### src/rtl/core_pkg.sv
// Shared RV32I core definitions: opcodes, load/store funct3 encodings, MEM stage FSM states.
package core_pkg;

  localparam int unsigned DATA_W = 32;
  localparam int unsigned OPC_W  = 7;
  localparam int unsigned F3_BITS = 3;
  localparam int unsigned OFF_W  = 2;
  localparam int unsigned BE_W   = DATA_W / 8;

  localparam logic [OPC_W-1:0] OP_LOAD  = 7'b0000011;
  localparam logic [OPC_W-1:0] OP_STORE = 7'b0100011;

  localparam logic [F3_BITS-1:0] F3_B  = 3'd0;
  localparam logic [F3_BITS-1:0] F3_H  = 3'd1;
  localparam logic [F3_BITS-1:0] F3_W  = 3'd2;
  localparam logic [F3_BITS-1:0] F3_BU = 3'd4;
  localparam logic [F3_BITS-1:0] F3_HU = 3'd5;

  typedef enum logic {
    IDLE = 1'b0,
    WAIT = 1'b1
  } mem_state_t;

endpackage

### src/rtl/mem_align.sv
// Byte-lane steering for the MEM stage: byte enables, store replication,
// load extraction/extension and misalignment detection.
module mem_align
  import core_pkg::*;
(
  input  logic [F3_BITS-1:0] f3,
  input  logic [OFF_W-1:0]   off,
  input  logic [DATA_W-1:0]  store_data,
  input  logic [DATA_W-1:0]  rdata,
  output logic [BE_W-1:0]    be,
  output logic [DATA_W-1:0]  wdata,
  output logic [DATA_W-1:0]  load_data,
  output logic               misaligned
);

  logic [DATA_W-1:0] shifted;

  // Unlisted funct3 values fall through to full-word behaviour.
  always_comb begin
    shifted    = rdata >> {off, 3'b000};
    be         = 4'b1111;
    wdata      = store_data;
    load_data  = shifted;
    misaligned = 1'b0;
    case (f3)
      F3_B, F3_BU: begin
        be    = 4'b0001 << off;
        wdata = {4{store_data[7:0]}};
        if (f3 == F3_B) begin
          load_data = {{(DATA_W-8){shifted[7]}}, shifted[7:0]};
        end else begin
          load_data = {{(DATA_W-8){1'b0}}, shifted[7:0]};
        end
      end
      F3_H, F3_HU: begin
        be         = 4'b0011 << off;
        wdata      = {2{store_data[15:0]}};
        misaligned = off[0];
        if (f3 == F3_H) begin
          load_data = {{(DATA_W-16){shifted[15]}}, shifted[15:0]};
        end else begin
          load_data = {{(DATA_W-16){1'b0}}, shifted[15:0]};
        end
      end
      default: begin
        misaligned = (off != 2'b00);
      end
    endcase
  end

endmodule

### src/rtl/mem_stage.sv
// RV32I MEM stage: drives the single-outstanding req/ack data bus for loads
// and stores and produces the MEM/WB register plus an upstream stall.
module mem_stage
  import core_pkg::*;
#(
  parameter int unsigned MAX_WAIT = 16,
  parameter int unsigned XLEN     = 32
) (
  input  logic            clk,
  input  logic            reset,
  input  logic            ex_mem_valid,
  input  logic [XLEN-1:0] ex_mem_ir,
  input  logic [XLEN-1:0] ex_mem_cond,
  input  logic [XLEN-1:0] ex_mem_alu,
  input  logic [XLEN-1:0] ex_mem_b,
  output logic            dmem_req,
  output logic            dmem_we,
  output logic [XLEN-1:0] dmem_addr,
  output logic [3:0]      dmem_be,
  output logic [XLEN-1:0] dmem_wdata,
  input  logic            dmem_ack,
  input  logic [XLEN-1:0] dmem_rdata,
  output logic            mem_stall,
  output logic            mem_wb_valid,
  output logic [XLEN-1:0] mem_wb_ir,
  output logic [XLEN-1:0] mem_wb_alu,
  output logic [XLEN-1:0] mem_wb_lmd,
  output logic [XLEN-1:0] mem_wb_cond,
  output logic            misalign_exc,
  output logic            bus_err
);

  localparam int unsigned CNT_W = $clog2(MAX_WAIT + 1);

  mem_state_t          state;
  mem_state_t          state_next;
  logic [CNT_W-1:0]    wait_cnt;

  logic [OPC_W-1:0]    opcode;
  logic [F3_BITS-1:0]  f3;
  logic [F3_BITS-1:0]  align_f3;
  logic                is_load;
  logic                is_store;
  logic                is_mem;
  logic                go;
  logic                at_limit;

  logic [BE_W-1:0]     al_be;
  logic [DATA_W-1:0]   al_wdata;
  logic [DATA_W-1:0]   al_load;
  logic                al_misaligned;

  logic                complete;
  logic                timeout;
  logic                squash;

  assign opcode   = ex_mem_ir[6:0];
  assign f3       = ex_mem_ir[14:12];
  assign is_load  = (opcode == OP_LOAD);
  assign is_store = (opcode == OP_STORE);
  assign is_mem   = is_load | is_store;
  // Stores only define B/H/W; anything else is treated as a word store.
  assign align_f3 = (is_store && (f3 > F3_W)) ? F3_W : f3;
  assign go       = ex_mem_valid & is_mem & ~al_misaligned;
  // The IDLE request cycle already counts as one cycle of waiting.
  assign at_limit = (wait_cnt >= CNT_W'(MAX_WAIT - 1));

  mem_align u_align (
    .f3         (align_f3),
    .off        (ex_mem_alu[1:0]),
    .store_data (ex_mem_b),
    .rdata      (dmem_rdata),
    .be         (al_be),
    .wdata      (al_wdata),
    .load_data  (al_load),
    .misaligned (al_misaligned)
  );

  always_ff @(posedge clk or posedge reset) begin
    if (reset) begin
      state <= IDLE;
    end else begin
      state <= state_next;
    end
  end

  always_comb begin
    state_next = state;
    case (state)
      IDLE: if (go && !dmem_ack) state_next = WAIT;
      WAIT: if (dmem_ack || at_limit) state_next = IDLE;
      default: state_next = IDLE;
    endcase
  end

  always_comb begin
    dmem_req  = 1'b0;
    mem_stall = 1'b0;
    complete  = 1'b0;
    timeout   = 1'b0;
    squash    = 1'b0;
    case (state)
      IDLE: begin
        if (go) begin
          dmem_req  = 1'b1;
          mem_stall = ~dmem_ack;
          complete  = dmem_ack;
        end else if (ex_mem_valid && !is_mem) begin
          complete = 1'b1;
        end
        squash = ex_mem_valid & is_mem & al_misaligned;
      end
      WAIT: begin
        dmem_req  = 1'b1;
        mem_stall = ~dmem_ack;
        complete  = dmem_ack;
        timeout   = ~dmem_ack & at_limit;
      end
      default: ;
    endcase
    // An in-flight access is abandoned the moment reset rises.
    if (reset) begin
      dmem_req  = 1'b0;
      mem_stall = 1'b0;
    end
  end

  assign dmem_we    = dmem_req & is_store;
  assign dmem_be    = dmem_req ? al_be : 4'b0000;
  assign dmem_addr  = {ex_mem_alu[XLEN-1:2], 2'b00};
  assign dmem_wdata = al_wdata;

  always_ff @(posedge clk or posedge reset) begin
    if (reset) begin
      wait_cnt <= '0;
    end else if (state_next == WAIT) begin
      wait_cnt <= (state == IDLE) ? CNT_W'(1) : wait_cnt + CNT_W'(1);
    end else begin
      wait_cnt <= '0;
    end
  end

  // MEM/WB register; fields hold across bubbles, only valid is cleared.
  always_ff @(posedge clk or posedge reset) begin
    if (reset) begin
      mem_wb_valid <= 1'b0;
      mem_wb_ir    <= '0;
      mem_wb_alu   <= '0;
      mem_wb_lmd   <= '0;
      mem_wb_cond  <= '0;
      misalign_exc <= 1'b0;
      bus_err      <= 1'b0;
    end else begin
      mem_wb_valid <= complete;
      misalign_exc <= squash;
      bus_err      <= timeout;
      if (complete) begin
        mem_wb_ir   <= ex_mem_ir;
        mem_wb_alu  <= ex_mem_alu;
        mem_wb_cond <= ex_mem_cond;
        mem_wb_lmd  <= is_load ? al_load : '0;
      end
    end
  end

endmodule

### config.mk
export PLATFORM = sky130hd
export DESIGN_NAME = mem_stage
export DESIGN_NICKNAME = d
export VERILOG_FILES = /design/src/rtl/core_pkg.sv /design/src/rtl/mem_align.sv /design/src/rtl/mem_stage.sv
export SDC_FILE = /design/constraint.sdc
export NUM_CORES = 1
export LEC_CHECK = 0
export ABC_AREA = 1
export CORE_AREA = 2 2 143 145
export CTS_BUF_LIST = sky130_fd_sc_hd__clkbuf_2 sky130_fd_sc_hd__clkbuf_4 sky130_fd_sc_hd__clkbuf_8
export CTS_CLUSTER_DIAMETER = 60
export DETAILED_ROUTE_END_ITERATION = 7
export DIE_AREA = 0 0 145 147
export DONT_BUFFER_PORTS = 1
export GPL_TIMING_DRIVEN = 0
export PLACE_DENSITY = 0.49
export SYNTH_ARGS = -nofsm -noshare
export SYNTH_HDL_FRONTEND = slang
export SYNTH_SLANG_ARGS = --single-unit
### constraint.sdc
create_clock -name clk -period 8.75 [get_ports clk]
set_input_delay 0.875 -clock clk [delete_from_list [all_inputs] [get_ports clk]]
set_output_delay 0.875 -clock clk [all_outputs]
set_load 0.05 [all_outputs]
==> results of run 1 <==
## per-layer routing
metal	track usage [%]	wire (um)	up-vias	part of all wire (%)
li1	-	-	2945	-
met1	25.5	9340	2863	39
met2	37.5	11700	300	49
met3	8.20	2150	30	9.1
met4	7.28	482	0	2.0
met5	0	0	-	0
## path summary, 6_finish.rpt
kind | to | slack (ns) | depth (start not counted)
worst max-delay path | dmem_wdata[15] | 4.92 | 9
worst min-delay path | mem_wb_ir[24] | 0.31 | 1
worst max register to register | mem_wb_cond[29] | 6.98 | 6
worst min register to register | wait_cnt[0] | 0.53 | 1
max in group asynchronous | mem_wb_ir[7] | 7.58 | 2
min in group clk | bus_err | 0.49 | 1
## kinds of logic (layout without fill, tap and decap cells)
| family | count (synthesis) | count (layout) | synth area share, % |
|---|---|---|---|
| AOI/OAI and AO/OA | 72 | 72 | 5.98 |
| adders and majority gates | 2 | 2 | 0.355 |
| buffers and inverters | 131 | 165 | 11.6 |
| DFF | 137 | 137 | 48.7 |
| other | 1 | 3 | 0.0532 |
| and+or+nand+nor | 568 | 568 | 33.4 |
## sequential cells by signal, indices dropped and copies added, names as in the netlist
| register | cells |
|---|---|
| bus_err | 1 |
| mem_wb_alu | 32 |
| mem_wb_cond | 32 |
| mem_wb_ir | 32 |
| mem_wb_lmd | 32 |
| mem_wb_valid | 1 |
| misalign_exc | 1 |
| state | 1 |
| wait_cnt | 5 |
## critical path, delay by kind of cell
| kind | cells | cell delay, ns |
|---|---|---|
| AOI/OAI and AO/OA | 1 | 0.54 |
| buffers and inverters | 2 | 0.61 |
| and+or+nand+nor | 6 | 0.92 |
## final cells by class
cell class / instances / share of cell area (%)
Sequential cell: 137 / 43.8
Multi-Input combinational cell: 644 / 35.8
Buffer: 102 / 9.01
Tap cell: 270 / 4.31
Clock buffer: 18 / 3.08
Clock inverter: 14 / 2.08
Inverter: 29 / 1.45
Timing Repair Buffer: 2 / 0.447
Antenna cell: 1 / 0.0319
## where the power goes
| part | internal [mW] | switching (mW) | leakage [nW] | total [mW] |
|---|---|---|---|---|
| logic | 0.0634 | 0.173 | 2.19 | 0.236 |
| clock network | 0.264 | 0.286 | 0.193 | 0.550 |
| registers | 0.673 | 0.193 | 1.74 | 0.866 |
| total | 1.00 | 0.652 | 4.12 | 1.65 |
## through the flow
| stage | area, um2 | setup slack (ns) | power [mW] |
|---|---|---|---|
| after detailed placement | 7430 | 4.88 | 1.12 |
| after floorplan | 7050 | 2.58 | 1.06 |
| after global placement | 7390 | 0.488 | 1.11 |
| after CTS | 7830 | 4.88 | 1.67 |
| final | 7840 | 4.92 | 1.65 |
| after global routing | 7840 | 4.72 | 1.73 |
## placed cells by master, fill, tap and decap left out, types with 4 or more instances in the layout
master / count
dfrtp_1: 137
inv_1: 26
nand3_1: 140
buf_6: 13
clkbuf_1: 21
o21ai_0: 10
a31oi_1: 5
a311oi_1: 7
inv_6: 7
o211ai_1: 8
buf_4: 58
buf_2: 9
a21oi_1: 32
o21ai_1: 7
nor2_1: 45
nand2_1: 368
clkinvlp_4: 4
clkbuf_8: 17
==> impl_metrics.toml, run 1 <==
[outcome]
status = "finished, final reports clean"

[synth]
synth_most_common_cell = "nand2_1"
yosysWarnings = 0
synth_area_mm2 = 0.00705
yosys-top-cells-area = "dfrtp_1, nand2_1, nand3_1"
ys_types = 31
synth_top_area_share_pct = 48.7
synth_common_cells = "nand2_1, nand3_1, dfrtp_1, buf_4, nor2_1"
synth_edf_count = 0
syn_avg_cell_area_um2 = 7.74
synth_cells = 911
synth_seq_cells = 137
yosysSeqAreaShare_pct = 48.7
synth_area_leader_cell = "dfrtp_1"
synth_ff_type = "dfrtp_1"
async_flop_share_pct = 100

[die]
dieHeight_um = 147
die_w_um = 145
dieArea_mm2 = 0.0213
io_pins = 366
core_region_area_mm2 = 0.0198
start_util_pct = 35.5
rows = 52

[drt]
drcViolationCount = 0
drt_first_pass_iters = 5
antenna_left = 0
viasPerCell = 5.04
wl_per_cell_um = 19.4
dr_total_vias = 6138
drtIter0Drc = 418
routed_wl_um = 23700

[cts]
cts_tree = "done"
clock_path_buffers = 2
ctsHoldBuffers = 0
cts_resized = 0
ctsHtreeMaxLevel = 4
clk_pin_slew_ns = 0.09
post_cts.repair.setup_buffers = 0
cts-root-buf = "clkbuf_8"
insertion_delay_ns = 0.45
cts_made_buffers = 17
cts.sinks = 137

[setup_path]
r2r_start = "state"
path_common_cell = "nand2_1"
startpoint = "ex_mem_ir[12]"
end_kind = "primary output"
cp-start-kind = "primary input"
crit_slowest_cell = "o21ai_1"
worstPathCellList = "buf_2, nand2_1, nand2_1, nand3_2, nand2_2, nor2_2, clkbuf_1, nand2_1, o21ai_1"
cpPeakStageDelay_ns = 0.54
required_ns = 7.88
critical_path_class = "in2out"
critPathMaxFanout = 10
crit_arrival_ns = 2.96

[placed_design]
port_buffers = 0
dp.cells = 1184
hpwl_um = 18000
place.gp.congestion = 0.860

[layout]
post-route-util_pct = 39.5
seqCellArea_mm2 = 0.00343
finalNonFillerCells = 1217
synthToLayoutAreaGrowth_pct = 11.2
multi_input_area_mm2 = 0.00281
drive_gt1_share_pct = 13.0
finalNetCount = 1099
fillers = 2082

[grt]
grt_overflow_total = 0
grt_pass1_vias = 5923
grt_start_max_net_pins = 88
antenna_found_initial = 1
grt_usage_pct = 22.0
grt_pass1_wl_um = 35700

[power]
p_leak_nw = 4.12
ir_drop_v = 0.0000865
powerDensity_mw_per_mm2 = 211

[sta]
period_needed_ns = 3.83
relSlewSlack_pct = 21.2
holdWs_ns = 0.313
rsz0062_at_grt = "no"
fin_crit_sh_pct = 43.8
setup_tns_ns = 0
max_freq_mhz = 261
final_max_slew_viol_count = 0
worst_pin_slew_ns = 1.18
hold_violations = 0
fin_skew_ns = 0.00843
setup_viol = 0

[flow_run]
max_cap_viol_count = 0

[worst_hold_path]
holdCritPathClass = "in2async"
Power figures use the tool's default switching activity.
==> run 2: changes to the inputs <==
ABC_AREA = 0   (was 1)
CORE_AREA = 2 2 140 142   (was 2 2 143 145)
DIE_AREA = 0 0 142 144   (was 0 0 145 147)
PLACE_DENSITY = 0.5   (was 0.49)
clock period = 3.1 ns   (was 8.75 ns; I/O delays follow)
==> impl_metrics.toml, run 2 <==
[sta]
fin_skew_ns = 0.0132
relSlewSlack_pct = 21.4
final_max_slew_viol_count = 0
hold_violations = 0
worst_pin_slew_ns = 1.17
max_freq_mhz = 339
setup_viol = 0
rsz0062_at_grt = "no"
period_needed_ns = 2.95
fin_crit_sh_pct = 95.3

[layout]
drive_gt1_share_pct = 20.4
finalNetCount = 853
finalNonFillerCells = 940
post-route-util_pct = 44.8
fillers = 1733
seqCellArea_mm2 = 0.00343
final_cell_mix = "dfrtp_1, mux2_1, dlygate4sd3_1"
synthToLayoutAreaGrowth_pct = 26.7
multi_input_area_mm2 = 0.00285
layout_commonest_cell = "dfrtp_1"

[setup_path]
critPathMaxFanout = 39
path_common_cell = "buf_12"
cp-start-kind = "primary input"
cpPeakStageDelay_ns = 0.80
r2r_start = "state"
r2r_slack_ns = 1.27
end_kind = "primary output"
crit_end = "dmem_we"
required_ns = 2.79
rr_endpoint = "mem_wb_alu[2]"
crit_slowest_cell = "nor2_1"
startpoint = "reset"
worstPathCellList = "dlygate4sd3_1, clkinvlp_4, buf_12, buf_12, o21ai_1, nor2_1"
critical_path_class = "in2out"
crit_arrival_ns = 2.64
reg2reg_depth = 5

[power]
power.internal_mw = 2.93
ir_drop_v = 0.000330
powerDensity_mw_per_mm2 = 562
switching_share_pct = 39.1
power_frac_comb_pct = 16.0
p_clk_share_pct = 30.7
p_leak_nw = 3.78
p_total_mw = 4.80
p_switching_mw = 1.88
seqPwrFrac_pct = 53.3

[placed_design]
hpwl_um = 15500
place.gp.congestion = 0.779
port_buffers = 0
dp.cells = 809

[grt]
grt_start_max_net_pins = 40
grt_usage_pct = 19.4
antenna_found_initial = 2
grt_overflow_total = 0
grt_pass1_vias = 5153
grt_pass1_wl_um = 29500

[die]
dieHeight_um = 144
rows = 51
dieArea_mm2 = 0.0204
die_w_um = 142
start_util_pct = 35.3
core_region_area_mm2 = 0.0191
io_pins = 366

[synth]
synth_ff_type = "dfrtp_1"
ys_types = 42
yosys-top-cells-area = "dfrtp_1, mux2_1, buf_4"
synth_area_mm2 = 0.00674
syn_avg_cell_area_um2 = 11.9
synth_cells = 566
synth_common_cells = "dfrtp_1, mux2_1, buf_4, nor2_1, a21oi_1"
synth_edf_count = 0
synth_seq_cells = 137
synth_top_area_share_pct = 50.8
async_flop_share_pct = 100
synth_most_common_cell = "dfrtp_1"
yosysSeqAreaShare_pct = 50.8
yosysWarnings = 0
synth_area_leader_cell = "dfrtp_1"

[flow_run]
max_cap_viol_count = 0

[cts]
cts_made_buffers = 17
post_cts.repair.setup_buffers = 0
insertion_delay_ns = 0.44
cts_tree = "done"
clock_path_buffers = 2
cts-root-buf = "clkbuf_8"
cts.sinks = 137
ctsHtreeMaxLevel = 4
clk_pin_slew_ns = 0.09

[outcome]
status = "finished, final reports clean"

[drt]
wl_per_cell_um = 21.7
viasPerCell = 5.21
dr_wl_met3_um = 1590
drcViolationCount = 0
dr_total_vias = 4901
routed_wl_um = 20400
drt_first_pass_iters = 4
drtIter0Drc = 209
wl_met2_um = 11100
top_layer = "met4"
antenna_left = 0
drt-met1-wl_um = 7230

[worst_hold_path]
holdCritPathClass = "in2reg"
-- run 2: cell types whose count changed after synthesis, sizes merged, moves of 6 or more --
cell    delta
nand3    -140
mux2i     +26
mux2     +136
a21oi      +6
nand2    -340
o211ai     -7
a311oi     -7
nor3      +15
inv       -22
buf       -21
nor2b      +8
a211oi    +14
o21ai     -14
clkbuf     -7
-- run 2: stage by stage --
step           area, um2  setup TNS (ns)  hold WS (ns)  setup WS [ns]
6_report            8550               0        0.0614          0.146
3_3_place_gp        7050          -13.33         0.445          -1.92
4_1_cts             8500               0        0.0309         0.0178
5_1_grt             8550               0        0.0585        0.00467
3_5_place_dp        7140               0         0.262        0.00576
2_1_floorplan       6750           -4.08         0.443         -0.592
-- run 2: layout make-up --
| class | count | share of cell area [%] |
|---|---|---|
| inverters | 6 | 0.307 |
| multi-input cells | 350 | 33.4 |
| repair buffers | 101 | 12.4 |
| clock inverters | 13 | 1.57 |
| diodes | 2 | 0.0586 |
| plain buffers | 74 | 5.70 |
| flip-flops and latches | 137 | 40.1 |
| clock buffers | 19 | 2.99 |
| well taps | 238 | 3.48 |
-- run 2: worst min-delay path by stage --
stage,from,depth (start not counted),to,slack (ns)
after floorplan,ex_mem_valid,2,misalign_exc,0.44
after global placement,ex_mem_ir[30],1,mem_wb_ir[30],0.44
after detailed placement,reset,1,mem_wb_ir[27],0.26
after CTS,dmem_ack,2,state,0.03
after global routing,dmem_ack,2,state,0.06
final,dmem_ack,2,state,0.06
-- run 2: critical path, delay by kind of cell --
family	cells	cell delay, ns
simple gates	1	0.80
buf+inv	4	1.15
compound gates	1	0.34
-- run 2: repair_timing --
| action | 4_1_cts | 5_1_grt |
|---|---|---|
| cloned | 0 | 0 |
| hold buffers | 97 | 0 |
| hold endpoints to repair | 117 | 0 |
| resized for setup | 1 | 11 |
| endpoints found under the setup margin | 1 | 11 |
-- run 2: logic make-up (layout without fill, tap and decap cells) --
logic type | count (synthesis) | after routing | synth area share, %
AO/OA/AOI/OAI | 65 | 65 | 6.18
flip-flops | 137 | 137 | 50.8
AND/OR/NAND/NOR | 117 | 117 | 8.16
XOR/XNOR | 2 | 2 | 0.260
multiplexers | 162 | 162 | 26.6
buffers and inverters | 80 | 213 | 7.55
other | 1 | 4 | 0.0556
adder cells (fa/ha/maj) | 2 | 2 | 0.371
-- run 2: power groups by stage --
stage	clock, mW	combinational, mW	sequential, mW
floorplan	0	0.567	2.55
global placement	0	0.641	2.60
detailed placement	0	0.667	2.60
CTS	1.53	0.767	2.56
global route	1.59	0.826	2.58
finish	1.47	0.769	2.56
-- run 2: layer usage --
layer  up-vias  global-route usage [%]
met5         -                       0
met4         0                    7.63
met3        27                    6.26
met2       263                    36.4
met1      2429                    19.9
li1       2182                       -
==> run 3: changes to the inputs <==
PLACE_DENSITY = 0.51   (was 0.5)
==> impl_metrics.toml, run 3 (same netlist as run 2, synthesis figures left out) <==
[outcome]
status = "finished, final reports clean"

[setup_path]
worstPathCellList = "dlygate4sd3_1, clkinvlp_4, buf_12, o21ai_1, a21oi_1"
end_kind = "primary output"
critical_path_buf_inv_count = 3
critPathMaxFanout = 44
crit_arrival_ns = 2.63
crit_slowest_cell = "a21oi_1"
cpPeakStageDelay_ns = 0.97
required_ns = 2.79
cpLargestDelayFamily = "compound AO/OA/AOI/OAI gates"
cp-start-kind = "primary input"
critical_path_class = "in2out"

[drt]
wl_per_cell_um = 21.6
drt_first_pass_iters = 4
routed_wl_um = 20200
antenna_left = 0
drtIter0Drc = 217
dr_total_vias = 4884
viasPerCell = 5.22
drcViolationCount = 0

[sta]
rsz0062_at_grt = "no"
max_freq_mhz = 340
fin_crit_sh_pct = 94.9
relSlewSlack_pct = 22.4
setup_viol = 0
worst_pin_slew_ns = 1.17
hold_violations = 0
fin_skew_ns = 0.0139
setup_tns_ns = 0
period_needed_ns = 2.94
final_max_slew_viol_count = 0

[layout]
finalNetCount = 850
fillers = 1768
layout_commonest_cell = "dfrtp_1"
seqCellArea_mm2 = 0.00343
multi_input_area_mm2 = 0.00284
final_cell_mix = "dfrtp_1, mux2_1, dlygate4sd3_1"
synthToLayoutAreaGrowth_pct = 26.2
drive_gt1_share_pct = 19.9

[cts]
insertion_delay_ns = 0.44
clock_path_buffers = 2
cts.sinks = 137
ctsHtreeMaxLevel = 4
clk_pin_slew_ns = 0.07
cts_made_buffers = 17
cts-root-buf = "clkbuf_8"
cts_tree = "done"

[die]
die_w_um = 142
core_region_area_mm2 = 0.0191
io_pins = 366
rows = 51
dieHeight_um = 144
dieArea_mm2 = 0.0204
start_util_pct = 35.3

[grt]
grt_usage_pct = 19.1
grt_overflow_total = 0
antenna_found_initial = 1
grt_pass1_wl_um = 29400
grt_start_max_net_pins = 45
grt_pass1_vias = 5213

[power]
ir_drop_v = 0.000308
p_total_mw = 4.83
powerDensity_mw_per_mm2 = 567
p_leak_nw = 3.79

[placed_design]
port_buffers = 0
hpwl_um = 15200
place.gp.congestion = 0.890

[flow_run]
max_cap_viol_count = 0

[worst_hold_path]
holdCritPathClass = "in2reg"
==> run 3: cell count changes in the layout (fill, tap and decap cells not counted), sizes merged <==
| cell | before | now |
|---|---|---|
| clkinvlp | 6 | 3 |
| clkinv | 0 | 5 |
| dlygate4sd3 | 97 | 94 |
| bufinv | 1 | 2 |
| inv | 12 | 9 |
| diode | 2 | 1 |
==> run 3: path summary, 6_finish.rpt <==
| path | start | endpoint | slack (ns) | depth (start not counted) |
|---|---|---|---|---|
| max in group asynchronous | reset | mem_wb_lmd[7] | 2.21 | 4 |
| setup reg to reg | state | mem_wb_ir[31] | 1.27 | 5 |
| hold reg to reg | wait_cnt[0] | wait_cnt[0] | 0.55 | 1 |
| setup / recovery | reset | dmem_be[2] | 0.16 | 5 |
| min in group asynchronous | reset | mem_wb_ir[27] | 0.50 | 3 |
| hold / removal | ex_mem_alu[24] | mem_wb_alu[24] | 0.04 | 1 |
==> run 3: power breakdown <==
part	total [mW]	switching [mW]	internal, mW
Combinational	0.762	0.448	0.314
Clock	1.50	0.748	0.754
Sequential	2.56	0.641	1.92
Total	4.83	1.84	2.99
==> run 3: worst register-to-register path: stages (launching register included) <==
cell,delay (ns)
dfrtp_1,0.45
nand2b_1,0.19
o221ai_2,0.22
buf_4,0.27
buf_4,0.23
mux2_1,0.37
==> run 3: timing repair <==
action,4_1_cts,5_1_grt
setup endpoints to repair,8,0
hold endpoints to repair,130,2
buffers inserted,0,0
resized for setup,8,0
hold buffers,93,2
==> run 3: routing by layer <==
metal | vias to the layer above | global-route usage (%) | wire [um] | part of all wire (%)
li1 | 2181 | - | - | -
met1 | 2422 | 19.9 | 7150 | 35
met2 | 253 | 36.5 | 11100 | 55
met3 | 28 | 5.46 | 1500 | 7.4
met4 | 0 | 6.68 | 409 | 2.0
met5 | - | 0 | 0 | 0
==> run 3: cell type report <==
cell class	count	area share, %
multi-input combinational	350	33.4
antenna	1	0.0294
clock buffer	19	3.00
buffer	74	5.72
timing repair buffer	98	12.1
tap	238	3.50
sequential	137	40.3
inverter	6	0.309
clock inverter	13	1.68
==> run 3: stage by stage <==
step	hold slack [ns]	instances	cell area, um2	util, %	setup slack [ns]
floorplan	0.443	567	6750	-	-0.592
global placement	0.445	805	7050	36.9	-1.89
detailed placement	0.404	808	7120	37.3	-0.0709
CTS	0.000978	933	8480	44.5	0.102
global route	0.00267	936	8510	44.6	0.0406
finish	0.0390	936	8510	44.6	0.159
